File: src/rtl/pwm_peripheral.sv
// -----------------------------------------------------------------------------
// pwm_peripheral
//
// Output stage for the SPI register file. Each of the 16 chip outputs is
// forced low, forced high, or driven by one shared 8-bit PWM waveform,
// depending on its output-enable and PWM-select bits.
//
// Datapath: clock prescaler (divide by CLK_DIV) -> 8-bit period counter ->
// unsigned compare against the active duty -> per-bit mux -> output register.
//
// Parameters:
//   CLK_DIV          prescaler ratio, 1..255; PWM period = CLK_DIV*256 clocks
//
// Ports:
//   clk              system clock, rising edge
//   rst_n            asynchronous active-low reset
//   en_reg_out_7_0   output enables, out[7:0]
//   en_reg_out_15_8  output enables, out[15:8]
//   en_reg_pwm_7_0   PWM select, out[7:0]
//   en_reg_pwm_15_8  PWM select, out[15:8]
//   pwm_duty_cycle   duty, high time = duty/256 of the period, 0xFF = 100%
//   out              registered chip outputs
//
// Build option:
//   PWM_DUTY_SHADOW_EN  when defined, the duty is captured into a shadow
//                       register only on the period-boundary cycle, so each
//                       period runs with one consistent duty value. When not
//                       defined, the duty input is used live.
// -----------------------------------------------------------------------------
`timescale 1ns / 1ps

module pwm_peripheral #(
  parameter int unsigned CLK_DIV = 13
) (
  input  logic        clk,
  input  logic        rst_n,
  input  logic [7:0]  en_reg_out_7_0,
  input  logic [7:0]  en_reg_out_15_8,
  input  logic [7:0]  en_reg_pwm_7_0,
  input  logic [7:0]  en_reg_pwm_15_8,
  input  logic [7:0]  pwm_duty_cycle,
  output logic [15:0] out
);

  localparam logic [7:0] PreMax = 8'(CLK_DIV - 1);

  logic [7:0]  pre_cnt_q, pre_cnt_d;
  logic [7:0]  pwm_cnt_q, pwm_cnt_d;
  logic [15:0] out_q, out_d;
  logic        tick;
  logic        boundary;
  logic [7:0]  duty_act;
  logic        pwm_sig;
  logic [15:0] en_out;
  logic [15:0] en_pwm;

  assign en_out = {en_reg_out_15_8, en_reg_out_7_0};
  assign en_pwm = {en_reg_pwm_15_8, en_reg_pwm_7_0};

  // NOTE: every combinational output gets a value on every path (here, by
  // plain unconditional assignment or a full ternary), so no latch is inferred.
  always_comb begin
    tick      = (pre_cnt_q == PreMax);
    boundary  = tick && (pwm_cnt_q == 8'hFF);
    pre_cnt_d = tick ? 8'd0 : pre_cnt_q + 8'd1;
    // The period counter wraps 255 -> 0 by natural 8-bit overflow.
    pwm_cnt_d = tick ? pwm_cnt_q + 8'd1 : pwm_cnt_q;
  end

`ifdef PWM_DUTY_SHADOW_EN
  logic [7:0] duty_q, duty_d;

  // Loading on the boundary cycle makes the new duty valid exactly when the
  // counter reads 0, so a period never mixes two duty values.
  always_comb begin
    duty_d   = boundary ? pwm_duty_cycle : duty_q;
    duty_act = duty_q;
  end

  always_ff @(posedge clk or negedge rst_n) begin
    if (!rst_n) begin
      duty_q <= 8'd0;
    end else begin
      duty_q <= duty_d;
    end
  end
`else
  always_comb begin
    duty_act = pwm_duty_cycle;
  end

  // The boundary strobe only feeds the shadow register.
  logic unused_boundary;
  assign unused_boundary = boundary;
`endif

  // 0xFF is special-cased to a constant 1: a plain "cnt < 255" compare would
  // drop low for one counter step at cnt == 255.
  always_comb begin
    pwm_sig = (duty_act == 8'hFF) || (pwm_cnt_q < duty_act);
    // en_out dominates; en_pwm only chooses between constant 1 and the PWM.
    out_d   = en_out & (~en_pwm | {16{pwm_sig}});
  end

  // NOTE: state registers use non-blocking assignments so every flop samples
  // the pre-edge values of the others, independent of statement order.
  always_ff @(posedge clk or negedge rst_n) begin
    if (!rst_n) begin
      pre_cnt_q <= 8'd0;
      pwm_cnt_q <= 8'd0;
      out_q     <= 16'h0000;
    end else begin
      pre_cnt_q <= pre_cnt_d;
      pwm_cnt_q <= pwm_cnt_d;
      out_q     <= out_d;
    end
  end

  assign out = out_q;

endmodule

File: config.mk
export PLATFORM = sky130hd
export DESIGN_NAME = pwm_peripheral
export DESIGN_NICKNAME = d
export VERILOG_FILES = /design/src/rtl/pwm_peripheral.sv
export SDC_FILE = /design/constraint.sdc
export NUM_CORES = 1
export LEC_CHECK = 0
export CORE_MARGIN = 10
export CORE_UTILIZATION = 48
export CTS_CLUSTER_SIZE = 24
export DETAILED_ROUTE_END_ITERATION = 8
export DONT_BUFFER_PORTS = 1
export PLACE_DENSITY_LB_ADDON = 0.1
export SLEW_MARGIN = 15
export SYNTH_ARGS = -nofsm -noshare
export SYNTH_HDL_FRONTEND = slang
export SYNTH_SLANG_ARGS = --single-unit
File: constraint.sdc
create_clock -name clk -period 1.95 [get_ports clk]
set_clock_uncertainty 0.2 [all_clocks]
set_input_delay 0.39 -clock clk [delete_from_list [all_inputs] [get_ports clk]]
set_output_delay 0.39 -clock clk [all_outputs]
set_load 0.05 [all_outputs]
==> run metrics, run 1 <==
post-layout instance area around 2000 um^2; dominant synthesized flop cell dfrtp_1; syn nets 169; Die Ht 75.84 um; top post-synthesis cells by count dfrtp_1, a21boi_2, ha_1; PortBufs 0; Seq cells post-synth 32; top cells by area, synth dfrtp_1, ha_1, a21boi_2; Final Max Slew Viols 0; CTS clk-pin slew, worst paths about 0.1 ns; Vias about 1000; fin util 0.6583; Net Sw Frac 0.2631; sequential share of the synthesized area 0.5351; Worst-Skew Late Latency between 0.3 and 0.4 ns; RSZ-0062 raised after global routing yes; outcome finished, final reports clean; worst vdd ir between 0.4 and 0.5 mV; Global Route Usage Sum 0.1286; Reg power frac 0.612; row count 20; CTS H-tree depth 2; Core Footprint 3028 um^2; CP Class register to register; Vias/cell 5.070; DIE WIDTH ~76 um; clk root buf clkbuf_4; Final HPWL DP around 2400 um; # diodes 0; post-place setup slack 0.02144 ns; top fanout value on the critical path 8; Hold Fails Final Rpt 0; Mapped Area between 1000 and 1500 um^2; Layout area overhead 33.19%; final wirelength 3381 um; f_max between 0.5 and 0.6 GHz; worst slew pin tran 0.4911 ns; slew margin rel. 0.6729; most common cell in the netlist dfrtp_1; Final min period 1.930 ns; 1st-iter DRT viols 26; area post-placement 1598 um^2; Critical Path Source Type register; GRT Residual Overflow 0; layout cells sized above 1 0.2968; Worst path top cell family by delay compound AO/OA/AOI/OAI gates; Initial Utilization 0.4942; first-pass GRT wire length around 5500 um; internal power a little over 0.9 mW; # clock sinks 32; Req. time, crit path around 2 ns; number of routed nets with antenna violations 0; LEAKAGE 0.8962 nW; setup ws final around 0.020 ns; initial antenna violation count 0; pin count of the biggest net entering global routing 33; P per Cell Area just over 600 nW/um^2; Final setup viols 0; HP Class input port to register; Yosys top cell by area dfrtp_1; count of cell types in the netlist 28; Worst Path Arrival 1.94 ns; Critical-path top delay cell dfrtp_1; fin nets 206; Mapped Avg Cell Area approximately 13 um^2; vias in the first global route 1177; Async SR Flop Fraction 1.000; crit end category register; Switching Power roughly 0.32 mW; WL per Instance 16.99 um; DIE AREA ~5800 um^2; Synth top area share 0.5351; Placer Congestion between 0.7 and 0.8; Max clock buf depth 2; max incr delay on CP approximately 0.42 ns; post-route clock period utilization 0.9896; TritonRoute pass-1 iters 2; Residual DRC 0; total CTS buffers 5; EDFF count, synth 0; crit-path cells ha_4, and4_1, o21ai_2, o32ai_4, clkbuf_16, a21boi_2; # Max-Cap Violations 0; Comb power frac 0.077; synth warn 0; Clk network pwr share 0.312; CP bufs+invs 1; CTS tree done; io pins 58; synthesized instance count 117
## logic make-up (layout without fill, tap and decap cells)
| family | after synthesis | in the layout | share of synthesized area |
|---|---|---|---|
| AOI/OAI and AO/OA | 23 | 23 | 0.1580 |
| buffers and inverters | 11 | 49 | 0.03512 |
| adders and majority gates | 10 | 10 | 0.08361 |
| DFF | 32 | 32 | 0.5351 |
| xor gates and xnor gates | 13 | 13 | 0.07609 |
| muxes | 1 | 1 | 0.007525 |
| and+or+nand+nor | 27 | 27 | 0.1045 |
## through the flow
step | hold WS, ns | setup TNS [ns] | cells | total power [mW]
2_1_floorplan | -0.1056 | 0 | 117 | 0.7929
3_3_place_gp | -0.1045 | 0 | 166 | 0.8004
3_5_place_dp | -0.1046 | 0 | 166 | 0.8032
4_1_cts | 0.004570 | 0 | 192 | 1.234
5_1_grt | 0.007838 | -0.8871 | 199 | 1.292
6_report | 0.02133 | 0 | 199 | 1.229
## power groups by stage
stage	clock network (mW)	registers, mW	logic, mW
finish	0.383	0.752	0.0944
global placement	0	0.766	0.0343
detailed placement	0	0.766	0.0372
CTS	0.398	0.753	0.0832
floorplan	0	0.761	0.0315
global route	0.432	0.755	0.105
## sequential cells by signal, summed over array words and instances, names as in the netlist
| register | cells |
|---|---|
| out | 16 |
| pre_cnt_q | 8 |
| pwm_cnt_q | 8 |
## final timing paths
path                                     startpoint                endpoint  slack (ns)  depth (start not counted)
setup / recovery           pwm_cnt_q[6]$_DFFE_PN0N_        out[9]$_DFF_PN0_        0.02                          6
hold / removal                    en_reg_out_7_0[4]        out[4]$_DFF_PN0_        0.02                          1
setup reg to reg           pwm_cnt_q[6]$_DFFE_PN0N_        out[9]$_DFF_PN0_        0.02                          6
hold reg to reg              pre_cnt_q[7]$_DFF_PN0_  pre_cnt_q[7]$_DFF_PN0_        0.28                          1
max in group asynchronous                     rst_n        out[4]$_DFF_PN0_        1.06                          2
min in group asynchronous                     rst_n  pre_cnt_q[1]$_DFF_PN0_        0.32                          2
## timing repair
item,in CTS,in global routing
setup endpoints to repair,0,16
buffers inserted,0,5
hold buffers,18,1
resized for setup,0,16
endpoints found under the hold margin,48,1
## cell type report
type	count	area (um^2)
Clock buffer	6	51.30
Clock inverter	2	10.01
Fill cell	231	1035
Inverter	9	33.78
Multi-Input combinational cell	74	714.4
Sequential cell	32	800.8
Tap cell	44	55.05
Timing Repair Buffer	32	327.8
## per-layer routing
metal	routed length (um)	vias up	part of all wire	track usage
li1	-	486	-	-
met4	22	0	0.0065	0.04330
met1	1207	487	0.36	0.1304
met3	335	2	0.099	0.07292
met5	0	-	0	0
met2	1817	34	0.54	0.2179
## cell usage in the layout, fill, tap and decap left out, types with 2 or more instances in the layout
master	Yosys	final
a21boi_1	0	2
clkbuf_4	0	5
xnor2_1	9	9
inv_1	9	9
nand2_1	3	3
nor2_1	7	7
ha_1	10	7
a21boi_2	10	14
buf_12	0	2
xor2_1	4	4
nand4_1	9	9
dlygate4sd3_1	0	18
buf_4	1	11
ha_4	0	3
dfrtp_1	32	32
clkinv_2	0	2
Power figures use the tool's default switching activity.
==> run 2: changes to the inputs <==
==> constraint.sdc (replaced) <==
create_clock -name clk -period 1.95 [get_ports clk]
set_clock_uncertainty 0.2 [all_clocks]
set_input_delay 0.0975 -clock clk [delete_from_list [all_inputs] [get_ports clk]]
set_output_delay 0.0975 -clock clk [all_outputs]
set_load 0.05 [all_outputs]
==> run 2 against run 1 <==
  * The run now ends with setup timing left
  * Sequential share of layout area decreased by 2.9 points
  * Final cell count increased by 7.0%
  * First-iteration DRC count increased by 77%
  * Total power increased by 5.0%
  * Sequential power about the same
  * Critical path type unchanged
  * Highest routed layer unchanged
==> run metrics, run 2 (synthesis gave the netlist of run 1 again) <==
Worst Path Arrival slightly below 2 ns; Global Route Usage Sum 0.1426; Multi-input gate area just over 700 um^2; Worst path top cell family by delay flip-flops; hold endpoint out[0]$_DFF_PN0_; CTS H-tree depth 2; Final min period a little under 2 ns; max reg flops 16; Vias/cell between 5 and 6; post-place setup slack -0.01666 ns; # diodes 0; CTS tree done; hold depth 2; internal power just under 1 mW; slew margin rel. 0.6882; final wirelength 3622 um; Critical-path top delay cell dfrtp_1; number of routed nets with antenna violations 0; layout cells sized above 1 0.2604; initial antenna violation count 0; worst slew pin tran around 0.47 ns; Req. time, crit path just under 2 ns; Max clock buf depth 2; worst vdd ir slightly above 0.4 mV; Reg power frac 0.582; P per Cell Area 601.5 nW/um^2; area post-placement ~1600 um^2; io pins 58; overall power roughly 1.3 mW; Hold Fails Final Rpt 0; R2R Setup Slk -0.007 ns; Net Sw Frac 0.2545; failing checks setup timing; WL per Instance about 17 um; Core Footprint between 3000 and 4000 um^2; Final HPWL DP between 2000 and 2500 um; hold_sp en_reg_pwm_7_0[0]; RSZ-0062 raised after global routing yes; total CTS buffers 5; Clk network pwr share 0.322; Residual DRC 0; hold slack 0.1938 ns; HP Class input port to register; post-layout instance area 2146 um^2; fin nets between 200 and 250; pin count of the biggest net entering global routing 29; Placer Congestion 0.7696; M1 wire length approximately 1400 um; commonest non-fill, non-tap cell in the layout dlygate4sd3_1; CP Class register to register; R2R Path End out[4]$_DFF_PN0_; met3 WL post-DR 366 um; # clock sinks 32; clk root buf clkbuf_4; top fanout value on the critical path 8; Storage cell area 800.8 um^2; post-route clock period utilization 1.003; reg2reg start pwm_cnt_q[6]$_DFFE_PN0N_; DIE AREA between 5000 and 6000 um^2; Vias ~1100; crit-path cells ha_4, and4_4, o21ai_2, o32ai_2, buf_4, buf_12, a21boi_1; row count 20; Die Ht around 76 um; # Max-Cap Violations 0; GRT Residual Overflow 0; FILL cells 194; LEAKAGE 0.9573 nW; Met2 Routed Length around 1800 um; setup ws final -0.006606 ns; Final setup viols 2; Worst-Skew Late Latency ~0.33 ns; fin util 0.7087; Final Max Slew Viols 0; Switching Power 0.3284 mW; commonest cells after routing, fill and taps aside dlygate4sd3_1, dfrtp_1, a21boi_2; Initial Utilization 0.4942; PortBufs 0; vias in the first global route around 1300; CTS clk-pin slew, worst paths around 0.10 ns; DIE WIDTH 75.84 um; Max Used Layer met4; outcome complete, but fails checks; max incr delay on CP between 0.4 and 0.5 ns; CP bufs+invs 2; crit end category register; 1st-iter DRT viols 46; Comb power frac 0.096; Layout area overhead 43.39%; Critical Path Source Type register; Register-to-Register Path Depth 7; first-pass GRT wire length between 6000 and 7000 um; TritonRoute pass-1 iters 4; f_max just over 0.5 GHz
## run 2: worst max path at each step
| stage | endpoint | cells after the start | startpoint | slack, ns |
|---|---|---|---|---|
| after detailed placement | out[15]$_DFF_PN0_ | 6 | pwm_cnt_q[7]$_DFFE_PN0N_ | -0.02 |
| after CTS | out[3]$_DFF_PN0_ | 7 | pwm_cnt_q[7]$_DFFE_PN0N_ | 0.01 |
| after global placement | out[4]$_DFF_PN0_ | 6 | pwm_cnt_q[7]$_DFFE_PN0N_ | 0.07 |
| after global routing | out[0]$_DFF_PN0_ | 7 | pwm_cnt_q[6]$_DFFE_PN0N_ | -0.05 |
| after floorplan | out[10]$_DFF_PN0_ | 6 | pwm_cnt_q[5]$_DFFE_PN0N_ | 0.04 |
| final | out[4]$_DFF_PN0_ | 7 | pwm_cnt_q[6]$_DFFE_PN0N_ | -0.007 |
## run 2: final cells by class
cell class,count,area share
Inverter,9,0.01574
Timing Repair Buffer,47,0.2262
Clock buffer,7,0.03032
Tap cell,44,0.02566
Sequential cell,32,0.3732
Multi-Input combinational cell,74,0.3289
## run 2: timing repair
item                                    CTS  global route
resized for setup                         3            14
setup buffers                             2             1
cloned                                    1             0
endpoints found under the setup margin    6            16
hold endpoints to repair                 48             0
pin swaps                                 1            17
hold buffers                             36             0
## run 2: layer usage
layer,vias up,track usage
met3,5,0.08724
met2,40,0.2321
met4,0,0.03711
met1,515,0.1528
li1,511,-
met5,-,0
## run 2: stage by stage
| step | setup TNS [ns] | cells |
|---|---|---|
| 4_1_cts | 0 | 212 |
| 3_5_place_dp | -0.05590 | 166 |
| 6_report | -0.01221 | 213 |
| 2_1_floorplan | 0 | 117 |
| 5_1_grt | -0.6383 | 213 |
| 3_3_place_gp | 0 | 166 |
## run 2: power groups by stage
stage | Clock [mW] | Combinational, mW | Sequential (mW)
final | 0.415 | 0.124 | 0.751
after global routing | 0.478 | 0.137 | 0.753
after CTS | 0.426 | 0.114 | 0.752
after detailed placement | 0 | 0.0375 | 0.765
after global placement | 0 | 0.0349 | 0.766
after floorplan | 0 | 0.0315 | 0.761
==> run 3: changes to the inputs <==
CORE_UTILIZATION = 55   (was 48)
==> run 3 against run 2 <==
  * The run now ends clean
  * Register-to-register slack about the same
  * Non-clock buffer count rose by 2
  * Sequential share of layout area shrank 1.1 points
  * Highest routed layer unchanged
  * Die area fell by 9.5%
  * Via count up 12%
  * Final cell count shrank 4.7%
  * Total power increased by 14%
  * Setup slack gained 0.0085 ns
  * Critical endpoint is now out[15]$_DFF_PN0_
  * Count of clock-buffer cells in the layout stayed put
  * Largest power group unchanged
  * Critical path depth unchanged
==> run metrics, run 3 (synthesis gave the netlist of run 1 again) <==
outcome finished, final reports clean; post-route clock period utilization 0.9990; Worst Path Arrival ~2 ns; Final min period just under 2 ns; slew margin rel. 0.6777; row count 18; fin util 0.8677; max reg flops 16; top fanout value on the critical path 8; LEAKAGE 0.9950 nW; Final setup viols 0; crit end category register; vias in the first global route 1260; DIE WIDTH 72.16 um; Worst-Skew Late Latency roughly 0.35 ns; worst vdd ir approximately 0.7 mV; fin nets between 200 and 250; commonest cells after routing, fill and taps aside dlygate4sd3_1, dfrtp_1, a21boi_2; Req. time, crit path ~2.0 ns; CTS H-tree depth 2; WL per Instance around 24 um; f_max 0.5133 GHz; number of routed nets with antenna violations 0; GRT Residual Overflow 0; RSZ-0062 raised after global routing yes; final setup TNS 0 ns; Max clock buf depth 2; Hold Fails Final Rpt 0; Core Footprint around 2500 um^2; total CTS buffers 5; TritonRoute pass-1 iters 4; Critical Path Source Type register; CTS tree done; initial antenna violation count 1; Vias/cell roughly 5.9; Cell Count Post-Placement 152; fin cells slightly above 200; Layout area overhead 47.58%; Initial Utilization 0.5880; HP Class input port to asynchronous set/reset pin; Final Max Slew Viols 0; Vias between 1000 and 1500; Die Ht 72.16 um; Global Route Usage Sum 0.1677; layout cells sized above 1 0.2965; CP Class register to register; # Max-Cap Violations 0; PortBufs 0; first-pass GRT wire length 6699 um; overall power 1.477 mW; Final HPWL DP ~2300 um; hold slack ~0.057 ns; io pins 58; commonest non-fill, non-tap cell in the layout dlygate4sd3_1; worst slew pin tran roughly 0.48 ns; FILL cells between 100 and 150; CTS clk-pin slew, worst paths 0.10 ns; 1st-iter DRT viols 96; pin count of the biggest net entering global routing 33; clk root buf clkbuf_4; Placer Congestion 0.7897; final wirelength roughly 4900 um; # clock sinks 32; Residual DRC 0; P per Cell Area roughly 670 nW/um^2; DIE AREA 5207 um^2
-- run 3: worst paths after layout --
| kind | startpoint | endpoint | slack (ns) | cells past startpoint |
|---|---|---|---|---|
| max | pwm_cnt_q[7]$_DFFE_PN0N_ | out[15]$_DFF_PN0_ | 0.002 | 7 |
| min | rst_n | out[13]$_DFF_PN0_ | 0.06 | 3 |
| max reg2reg | pwm_cnt_q[7]$_DFFE_PN0N_ | out[15]$_DFF_PN0_ | 0.002 | 7 |
| min reg2reg | pre_cnt_q[7]$_DFF_PN0_ | pre_cnt_q[7]$_DFF_PN0_ | 0.29 | 1 |
| max in group asynchronous | rst_n | pwm_cnt_q[7]$_DFFE_PN0N_ | 1.32 | 3 |
| min in group clk | en_reg_pwm_15_8[1] | out[9]$_DFF_PN0_ | 0.18 | 2 |
-- run 3: per-layer routing --
layer  track usage  wire length [um]  vias to the layer above
met3        0.1197               563                        8
met1        0.1934              1942                      598
li1              -                 -                      518
met4       0.05806                70                        0
met5             0                 0                        -
met2        0.2371              2292                       74
-- run 3: cell type report --
type	count	area (um^2)	share of cell area
Antenna cell	1	2.502	0.001133
Tap cell	30	37.54	0.01700
Multi-Input combinational cell	74	730.7	0.3309
Clock buffer	7	65.06	0.02946
Timing Repair Buffer	49	508.0	0.2300
Inverter	9	33.78	0.01530
Clock inverter	1	30.03	0.01360
Sequential cell	32	800.8	0.3626
-- run 3: timing repair --
item                       in CTS  in global routing
gates cloned                    1                  0
hold endpoints to repair       48                  0
pin swaps                       2                 21
setup endpoints to repair       6                 16
setup buffers                   3                  3
resized for setup               3                 17
hold buffers                   35                  0
-- run 3: critical path: stages, from the launching register on --
cell and delay (ns):
dfrtp_1 0.42, ha_4 0.30, and4_1 0.20, o21ai_2 0.06, o32ai_2 0.25, buf_4 0.20, buf_12 0.14, a21boi_2 0.06
-- run 3: metrics by stage --
step / area (um^2) / worst slack, ns
5_1_grt: 2208 / -0.05387
3_3_place_gp: 1580 / 0.07433
2_1_floorplan: 1496 / 0.04355
6_report: 2208 / 0.001926
3_5_place_dp: 1580 / -0.01004
4_1_cts: 2112 / 0.01165
-- run 3: power by group --
| part | leakage [nW] | switching (mW) | internal [mW] |
|---|---|---|---|
| logic | 0.553 | 0.0542 | 0.0850 |
| clock network | 0.0515 | 0.245 | 0.340 |
| registers | 0.390 | 0.0739 | 0.679 |
| total | 0.995 | 0.373 | 1.10 |
